**src/rtl/aes_pkg.sv**
```systemverilog
// aes_pkg
// Shared constants and types for the AES-256 key expansion block.
//   NK, NR, NUM_WORDS : AES-256 key/round geometry (8 key words, 14 rounds, 60 words)
//   RCON_TABLE        : round constants packed one byte per index, index 0 unused
//   state_t           : key expansion FSM states
//   rcon()            : returns the round constant for a given i/8 index
package aes_pkg;

  localparam int NK        = 8;
  localparam int NR        = 14;
  localparam int NUM_WORDS = 4 * (NR + 1);

  // Byte k holds Rcon[k]; AES-256 only ever needs indices 1..7.
  localparam logic [63:0] RCON_TABLE = {8'h40, 8'h20, 8'h10, 8'h08,
                                        8'h04, 8'h02, 8'h01, 8'h00};

  typedef enum logic [2:0] {
    IDLE,
    LOAD0,
    LOAD1,
    EXPAND,
    FINISH
  } state_t;

  function automatic logic [7:0] rcon(input logic [2:0] idx);
    return RCON_TABLE[{idx, 3'b000} +: 8];
  endfunction

endpackage

```
**src/rtl/aes_sbox.sv**
```systemverilog
// aes_sbox
// Combinational FIPS-197 S-box: multiplicative inverse in GF(2^8) followed
// by the affine transform.
//   in_byte  : input byte
//   out_byte : substituted byte
module aes_sbox (
  input  logic [7:0] in_byte,
  output logic [7:0] out_byte
);

  // Shift-and-add multiply modulo x^8+x^4+x^3+x+1.
  function automatic logic [7:0] gf_mul(input logic [7:0] a, input logic [7:0] b);
    logic [7:0] p;
    logic [7:0] x;
    p = 8'h00;
    x = a;
    for (int k = 0; k < 8; k++) begin
      if (b[k]) p = p ^ x;
      x = {x[6:0], 1'b0} ^ (x[7] ? 8'h1b : 8'h00);
    end
    return p;
  endfunction

  // Inverse as a^254 (a^-1 in the field, and 0 maps to 0 naturally):
  // accumulates a^2 * a^4 * ... * a^128.
  function automatic logic [7:0] gf_inv(input logic [7:0] a);
    logic [7:0] sq;
    logic [7:0] acc;
    sq  = gf_mul(a, a);
    acc = sq;
    for (int k = 0; k < 6; k++) begin
      sq  = gf_mul(sq, sq);
      acc = gf_mul(acc, sq);
    end
    return acc;
  endfunction

  logic [7:0] inv;

  // Affine step expressed as xor of left rotations plus the 0x63 constant.
  always_comb begin
    inv      = gf_inv(in_byte);
    out_byte = inv ^ {inv[6:0], inv[7]} ^ {inv[5:0], inv[7:6]}
             ^ {inv[4:0], inv[7:5]} ^ {inv[3:0], inv[7:4]} ^ 8'h63;
  end

endmodule

```
**src/rtl/key_expand256.sv**
```systemverilog
// key_expand256
// AES-256 key expansion producing the 15 round keys in ascending order,
// one expanded word per cycle from a sliding 8-word window.
//   clk, resetn : clock, asynchronous active-low reset
//   start       : begin expansion of key_in (only honoured in IDLE)
//   key_in      : 256-bit cipher key, w0 in the top word
//   busy        : expansion in progress
//   done        : one-cycle pulse after round key 14 is written
//   rk_wr_en    : round-key store write strobe
//   rk_addr     : round index being written (0..14)
//   rk_data     : round key, lowest-index word in the top 32 bits
module key_expand256
  import aes_pkg::*;
#(
  parameter int DATA_WIDTH = 128,
  parameter int ADDR_WIDTH = 4
) (
  input  logic                  clk,
  input  logic                  resetn,
  input  logic                  start,
  input  logic [255:0]          key_in,
  output logic                  busy,
  output logic                  done,
  output logic                  rk_wr_en,
  output logic [ADDR_WIDTH-1:0] rk_addr,
  output logic [DATA_WIDTH-1:0] rk_data
);

  state_t       state;
  // window[255:224] is w(i-8), window[31:0] is w(i-1) for the word being made.
  logic [255:0] window;
  logic [5:0]   word_idx;

  logic [31:0]  temp;
  logic [31:0]  sub_in;
  logic [31:0]  sub_out;
  logic [31:0]  temp_mixed;
  logic [31:0]  new_word;

  // Word path: RotWord only on i%8==0, so the S-box input is muxed ahead of
  // the shared four S-boxes; i%8==4 uses SubWord without rotation.
  always_comb begin
    temp       = window[31:0];
    sub_in     = (word_idx[2:0] == 3'd0) ? {temp[23:0], temp[31:24]} : temp;
    temp_mixed = temp;
    if (word_idx[2:0] == 3'd0) begin
      temp_mixed = sub_out ^ {rcon(word_idx[5:3]), 24'h000000};
    end else if (word_idx[2:0] == 3'd4) begin
      temp_mixed = sub_out;
    end
    new_word = window[255:224] ^ temp_mixed;
  end

  for (genvar g = 0; g < 4; g++) begin : g_sbox
    aes_sbox u_sbox (
      .in_byte  (sub_in[8*g +: 8]),
      .out_byte (sub_out[8*g +: 8])
    );
  end

  // Control FSM with registered outputs. The two key halves are emitted
  // directly as round keys 0 and 1; afterwards a round key is complete every
  // fourth word (i%4==3) and is written in the cycle that word is registered.
  always_ff @(posedge clk or negedge resetn) begin
    if (!resetn) begin
      state    <= IDLE;
      window   <= '0;
      word_idx <= '0;
      busy     <= 1'b0;
      done     <= 1'b0;
      rk_wr_en <= 1'b0;
      rk_addr  <= '0;
      rk_data  <= '0;
    end else begin
      rk_wr_en <= 1'b0;
      done     <= 1'b0;
      case (state)
        IDLE: begin
          if (start) begin
            window <= key_in;
            busy   <= 1'b1;
            state  <= LOAD0;
          end
        end
        LOAD0: begin
          rk_wr_en <= 1'b1;
          rk_addr  <= ADDR_WIDTH'(4'd0);
          rk_data  <= DATA_WIDTH'(window[255:128]);
          state    <= LOAD1;
        end
        LOAD1: begin
          rk_wr_en <= 1'b1;
          rk_addr  <= ADDR_WIDTH'(4'd1);
          rk_data  <= DATA_WIDTH'(window[127:0]);
          word_idx <= 6'(NK);
          state    <= EXPAND;
        end
        EXPAND: begin
          window <= {window[223:0], new_word};
          if (word_idx[1:0] == 2'd3) begin
            rk_wr_en <= 1'b1;
            rk_addr  <= ADDR_WIDTH'(word_idx[5:2]);
            rk_data  <= DATA_WIDTH'({window[95:0], new_word});
          end
          if (word_idx == 6'(NUM_WORDS - 1)) begin
            word_idx <= '0;
            state    <= FINISH;
          end else begin
            word_idx <= word_idx + 6'd1;
          end
        end
        FINISH: begin
          done  <= 1'b1;
          busy  <= 1'b0;
          state <= IDLE;
        end
        default: state <= IDLE;
      endcase
    end
  end

endmodule

```
**config.mk**
```make
export PLATFORM = sky130hd
export DESIGN_NAME = key_expand256
export DESIGN_NICKNAME = d
export VERILOG_FILES = /design/src/rtl/aes_pkg.sv /design/src/rtl/aes_sbox.sv /design/src/rtl/key_expand256.sv
export SDC_FILE = /design/constraint.sdc
export NUM_CORES = 2
export LEC_CHECK = 0
export ABC_CLOCK_PERIOD_IN_PS = 32400
export BUFFER_PORTS_ARGS = -buffer_cell sky130_fd_sc_hd__buf_2
export CAP_MARGIN = 10
export CORE_MARGIN = 2
export CORE_UTILIZATION = 60
export CTS_CLUSTER_DIAMETER = 150
export DETAILED_ROUTE_END_ITERATION = 7
export PLACE_DENSITY = 0.78
export SYNTH_ARGS = -nofsm -noshare
export SYNTH_HDL_FRONTEND = slang
export SYNTH_SLANG_ARGS = --single-unit
```
**constraint.sdc**
```tcl
create_clock -name clk -period 32.4 [get_ports clk]
set_input_delay 6.48 -clock clk [delete_from_list [all_inputs] [get_ports clk]]
set_output_delay 6.48 -clock clk [all_outputs]
set_load 0.05 [all_outputs]
```
# Word-level counts from Yosys, hierarchy flattened
# Index checks and enable logic that the tools add are counted.
classes:
  eq_ne: 10
  n_reduce_logical: 11
  shifts: 1
  add_sub_neg: 1
  muxes: 771
  bitwise: 722
ops:
  columns: ["cell", "count"]
  rows:
  - ["8-bit bitwise XOR", 715]
  - ["8-bit 2-to-1 mux", 416]
  - ["5-bit 2-to-1 mux", 336]
  - ["256-bit one-hot mux with 2 select lines", 1]
  - ["128-bit one-hot mux with 3 select lines", 1]
  - ["256-bit 2-to-1 mux", 1]
  - ["128-bit 2-to-1 mux", 1]
  - ["32-bit 2-to-1 mux", 3]
  - ["64-bit by 7-bit variable part select with 8-bit output (first input constant)", 1]
  - ["32-bit bitwise XOR", 2]
  - ["4-bit inverter", 4]
  - ["3-bit one-hot mux with 4 select lines", 1]
  - ["4-bit one-hot mux with 3 select lines", 1]
  - ["6-bit one-hot mux with 2 select lines", 1]
  - ["2-bit AND reduction", 4]
  - ["8-bit by 5-bit bitwise XOR with 8-bit output", 1]
  - ["6-bit by 1-bit adder with 6-bit output (second input constant)", 1]
  - ["3-bit by 2-bit == test with 1-bit output (second input constant)", 2]
  - ["3-bit == test (second input constant)", 2]
  - ["6-bit == test (second input constant)", 1]
  - ["3-bit logical NOT", 2]
  - ["3-bit 2-to-1 mux", 2]
  - ["6-bit 2-to-1 mux", 1]
  - ["2-bit inequality test (second input constant)", 3]
  - ["8 further kinds", 13]
totals:
  in_bits: 259
  register_bits: 400
  wordCells: 1524
  out_inout_bits: 135

# Logic depth before layout (Yosys ltp)
logic_depth:
  word_depth: 139
  mapped_depth: 82
  mapped_depth_nobuf: 64

# Modules after synthesis
# From an unflattened synthesis, not the netlist that was laid out.
hier_totals:
  hier_cells: 9953
  hier_area_um2: 81924.8
by_module_without_submodules:
  columns: ["module", "instances", "cells_per_inst", "seq_area_each_um2", "area_per_inst_um2"]
  rows:
  - ["aes_sbox", 4, 1942, 0.0, 15220.8]
  - ["key_expand256", 1, 2185, 10009.6, 21041.4]

# Least setup slack after synthesis
# No wires, ideal clock.
synth_timing:
  path_kind: "flip-flop to flip-flop"
  start: "register word_idx[0]"
  end: "register rk_data[29]"
  slack_ns: 14.554
  setup_time_ns: 0.082
  arrival_ns: 17.765
  stages_incl_launch_ff: 79
  n_path_buf: 16
  required_time_ns: 32.318
  period_less_slack_ns: 17.846
  cell_sequence: "dfrtp_1 inv_1 ha_1 nor2b_1 buf_2 buf_6 buf_6 buf_4 buf_4 mux2_2 ha_1 clkbuf_1 xnor3_1 or2_0 xor3_2 clkinv_1 clkbuf_1 clkbuf_1 [43 not listed] a22oi_1 xor2_1 nand2_1 xnor3_1 buf_4 xnor2_2 xor2_2 nor2_1 xnor2_1 xnor3_1 xor2_1 xnor2_1 xnor3_1 xnor3_1 mux2i_1 xnor2_1 nand2_1 a31oi_1"
synth_between:
  elab_chain_cells: 136
  word_cells_on_any_way: 380
  classes_between: "3 x eq/ne; 193 x mux; 182 x bitwise; 2 x reduce/logical"
synth_lines:
  columns: ["item", "line_no", "source"]
  rows:
  - ["from (decl)", "key_expand256.sv:32", "logic [5:0] word_idx;"]
  - ["from (signal assigned)", "key_expand256.sv:95", "word_idx <= 6'(NK);"]
  - ["from (signal assigned)", "key_expand256.sv:109", "word_idx <= word_idx + 6'd1;"]
  - ["3-bit logical NOT", "key_expand256.sv:44, key_expand256.sv:46", null]
  - ["32-bit 2-to-1 mux", "key_expand256.sv:44", "sub_in = (word_idx[2:0] == 3'd0) ? {temp[23:0], temp[31:24]} : temp;"]
  - ["5-bit 2-to-1 mux, or another cell as far along", "aes_sbox.sv:19", "x = {x[6:0], 1'b0} ^ (x[7] ? 8'h1b : 8'h00);"]
  - ["8-bit bitwise XOR (on tied branches)", "aes_sbox.sv:19, aes_sbox.sv:18", null]
  - ["8-bit bitwise XOR / 8-bit 2-to-1 mux (equally long branches)", "aes_sbox.sv:18", "if (b[k]) p = p ^ x;"]
  - ["8-bit 2-to-1 mux / 8-bit bitwise XOR (equally long branches)", "aes_sbox.sv:18", null]
  - ["8-bit bitwise XOR / 8-bit 2-to-1 mux (equally long branches)", "aes_sbox.sv:18", null]
  - ["8-bit 2-to-1 mux / 8-bit bitwise XOR (equally long branches)", "aes_sbox.sv:18", null]
  - ["[118 not listed]", null, null]
  - ["8-bit bitwise XOR (2 in a row)", "aes_sbox.sv:43", "out_byte = inv ^ {inv[6:0], inv[7]} ^ {inv[5:0], inv[7:6]}"]
  - ["8-bit bitwise XOR (2 in a row)", "aes_sbox.sv:44", "^ {inv[4:0], inv[7:5]} ^ {inv[3:0], inv[7:4]} ^ 8'h63;"]
  - ["4-bit inverter (no line)", null, null]
  - ["32-bit 2-to-1 mux / 32-bit bitwise XOR (equally long branches)", "key_expand256.sv:48, key_expand256.sv:47", null]
  - ["32-bit 2-to-1 mux", "key_expand256.sv:46", "if (word_idx[2:0] == 3'd0) begin"]
  - ["32-bit bitwise XOR", "key_expand256.sv:51", "new_word = window[255:224] ^ temp_mixed;"]
  - ["128-bit 2-to-1 mux", "key_expand256.sv:100", "if (word_idx[1:0] == 2'd3) begin"]
  - ["128-bit one-hot mux with 3 select lines", "key_expand256.sv:77", "case (state)"]
  - ["to (signal assigned)", "key_expand256.sv:88", "rk_data <= DATA_WIDTH'(window[255:128]);"]
  - ["to (signal assigned)", "key_expand256.sv:94", "rk_data <= DATA_WIDTH'(window[127:0]);"]
  - ["to (signal assigned)", "key_expand256.sv:103", "rk_data <= DATA_WIDTH'({window[95:0], new_word});"]
  - ["to (decl)", "key_expand256.sv:26", "output logic [DATA_WIDTH-1:0] rk_data"]
# Several ways; a longest one is shown, not always the timed one. The select of a mux whose other input is x is not followed.
# A chain may end at the register's enable or synchronous reset.

# Worst setup path after layout
# Same ends and word-level chain as after synthesis.

==> flow_summary.json <==
{
  "synth_commonest_cells": "nor2_1, xnor2_1, nand2_1",
  "syn-mean-instance-area_sq_um": 7.51,
  "syn_area_sq_um": 83700,
  "cts_hold_buffers": 0,
  "ys.flop_type": "dfrtp_1",
  "ys_seq_area_frac": 0.120,
  "clock_tree.htree_level_count": 2,
  "async_flop_share": 1.00,
  "clk-insertion-delay-late_ps": 560,
  "synth.largest_area_cell": "xnor2_1",
  "antenna_nets_post_route": 0,
  "syn_to_final_growth_pct": 5.72,
  "dp_hpwl_um": 204000,
  "drc_viols": 0,
  "library_cell_contributing_the_largest_single_delay_on_the_critical_path": "ha_1",
  "start_to_end_type_of_the_worst_setup_path": "reg2reg",
  "die_y_extent_um": 377,
  "postCtsSetupRepairBufs": 0,
  "tritoncts.num_buffers": 39,
  "timing.max_slew.rel_slack": 0.151,
  "port-buffer-count": 393,
  "finish.utilization": 0.636,
  "first_pass_iters": 8,
  "floorplan.initialDensity": 0.602,
  "worst_ep_required_time_ps": 32850,
  "setup_ws_ps": 9740,
  "final-setup-viol-count": 0,
  "tritoncts": "built",
  "drtIter0Drc": 10800,
  "worst-path-max-fanout": 55,
  "num_clock_sinks": 400,
  "count_of_endpoints_failing_hold_in_the_final_timing_report": 0,
  "initial_antenna_violation_count": 46,
  "synth_edf_count": 0,
  "post_synthesis_register_bit_count": 400,
  "drv_cap": 0,
  "most_instantiated_library_cell_after_synthesis": "nor2_1",
  "core_area_sq_um": 139000,
  "post_synth_inst_count": 11100,
  "slew_violations": 0,
  "yosys_warnings": 0,
  "fmax_mhz": 44.1,
  "die-width_um": 377,
  "io-pin-count": 394,
  "fin_cells": 13000,
  "finish.net_count": 11300,
  "gp_congestion": 1.01,
  "num_vias": 85000,
  "status": "completed",
  "mappedNetlistNets": 11400,
  "tightest_slew_ps": 1270,
  "grt_max_degree": 239,
  "post_cts_sizing_count": 0,
  "viasPerCell": 6.55,
  "grt-ovfl-total": 0,
  "synth_top_area_frac": 0.164,
  "final_layout_size_suffix_gt1_frac": 0.105,
  "critical_path.most_common_cell": "xnor2_1",
  "finalCritPeriodShare": 0.699,
  "routed_wirelength_um": 282000,
  "wl_per_cell_um": 21.7,
  "finalClockSkew_ps": 28.5,
  "first_global_vias": 78700,
  "fin_crit_ps": 22660,
  "critical_path_arrival_ps": 23110,
  "slowest_delay_ps": 980,
  "placementRows": 137,
  "rsz0062_at_grt": "no",
  "cts_buffer_depth": 3,
  "hold_class": "reg2reg",
  "grt_pass1_wl_um": 441000,
  "design.die.area_sq_um": 142000,
  "post_synth_main_area_contributors": "xnor2_1, dfrtp_1, xnor3_1, nor2_1, nand2_1",
  "critical_path.startpoint_type": "flip-flop",
  "fill_cells": 12200,
  "cts_root_buffer": "clkbuf_16",
  "cp-end-kind": "flip-flop",
  "final.setup.tns_ps": 0,
  "clkTransAtPathRegs_ps": 70,
  "grt_use_total": 0.378,
  "placed_cells_incl_taps": 12900,
  "pre_cts_slack_ps": 10160,
  "synth_cell_type_count": 125
}
-- final cells by class --
cell class	count	area, sq um	area share
Multi-Input combinational cell	9796	70100	0.792
Timing Repair Buffer	686	4230	0.0478
Inverter	115	432	0.00488
Clock buffer	53	1110	0.0125
Clock inverter	11	161	0.00182
Tap cell	1876	2350	0.0265
Antenna cell	39	97.6	0.00110
Sequential cell	400	10000	0.113
-- layout by cell type, fill, tap and decap left out, drive strengths merged, types with 60 or more instances in the layout --
cell type  instances
xor2             457
o211ai           111
a31oi            348
o22ai            108
xnor3            398
a21oi            569
inv               94
nand2b            73
mux2i            408
xnor2           1656
o21ai            572
buf              685
nand2           1478
nor3             273
dfrtp            400
mux2              68
a32oi             60
nor2            1657
a211oi           119
and2              62
and3              73
nand3            264
-- final timing paths --
check                                 start            to  slack, ps  cells past startpoint
worst max-delay path            word_idx[0]   rk_data[29]       9740                     62
worst min-delay path            rk_data[92]   rk_data[92]        480                      2
worst max register to register  word_idx[0]   rk_data[29]       9740                     62
worst min register to register  rk_data[92]   rk_data[92]        480                      2
max in group asynchronous            resetn      state[0]      24050                      3
min in group asynchronous            resetn  rk_data[110]       5940                      1
-- metrics by stage --
| step | hold slack, ps | area (sq um) |
|---|---|---|
| 6_report | 479 | 88500 |
| 5_1_grt | 502 | 88500 |
| 3_3_place_gp | 459 | 87100 |
| 2_1_floorplan | 519 | 83700 |
| 4_1_cts | 480 | 88400 |
| 3_5_place_dp | 466 | 87100 |
-- state kept, by name, indices dropped and copies added, names as in the netlist --
register / flops
done: 1
rk_data: 128
rk_wr_en: 1
word_idx: 6
rk_addr: 4
state: 3
window: 256
busy: 1
-- worst max-delay path, delay by kind of cell, from the launching register on --
family / cells / cell delay, ps
AO/OA/AOI/OAI: 9 / 3180
XOR/XNOR: 23 / 9890
multiplexers: 4 / 990
flip-flops: 1 / 430
AND/OR/NAND/NOR: 14 / 3170
adder cells (fa/ha/maj): 5 / 2500
buffers and inverters: 7 / 2240
-- kinds of logic after synthesis --
kind of cell    Yosys count  synth area share
mux                     477            0.0591
flops                   400             0.120
simple gates           4224             0.217
buf+inv                 944            0.0488
xor+xnor               2554             0.355
compound gates         2511             0.196
fa+ha+maj                30           0.00448
-- routing by layer --
| layer | up-vias | global-route usage | wire length [um] | part of all wire |
|---|---|---|---|---|
| met4 | 10 | 0.171 | 14100 | 0.050 |
| met2 | 5163 | 0.600 | 128000 | 0.45 |
| li1 | 38800 | - | - | - |
| met5 | - | 0 | 75 | 0.00027 |
| met3 | 900 | 0.0697 | 30600 | 0.11 |
| met1 | 40100 | 0.500 | 109000 | 0.39 |
Power is not shown: default switching activity piles up to over one toggle a cycle in this logic, so the estimate is an artifact.
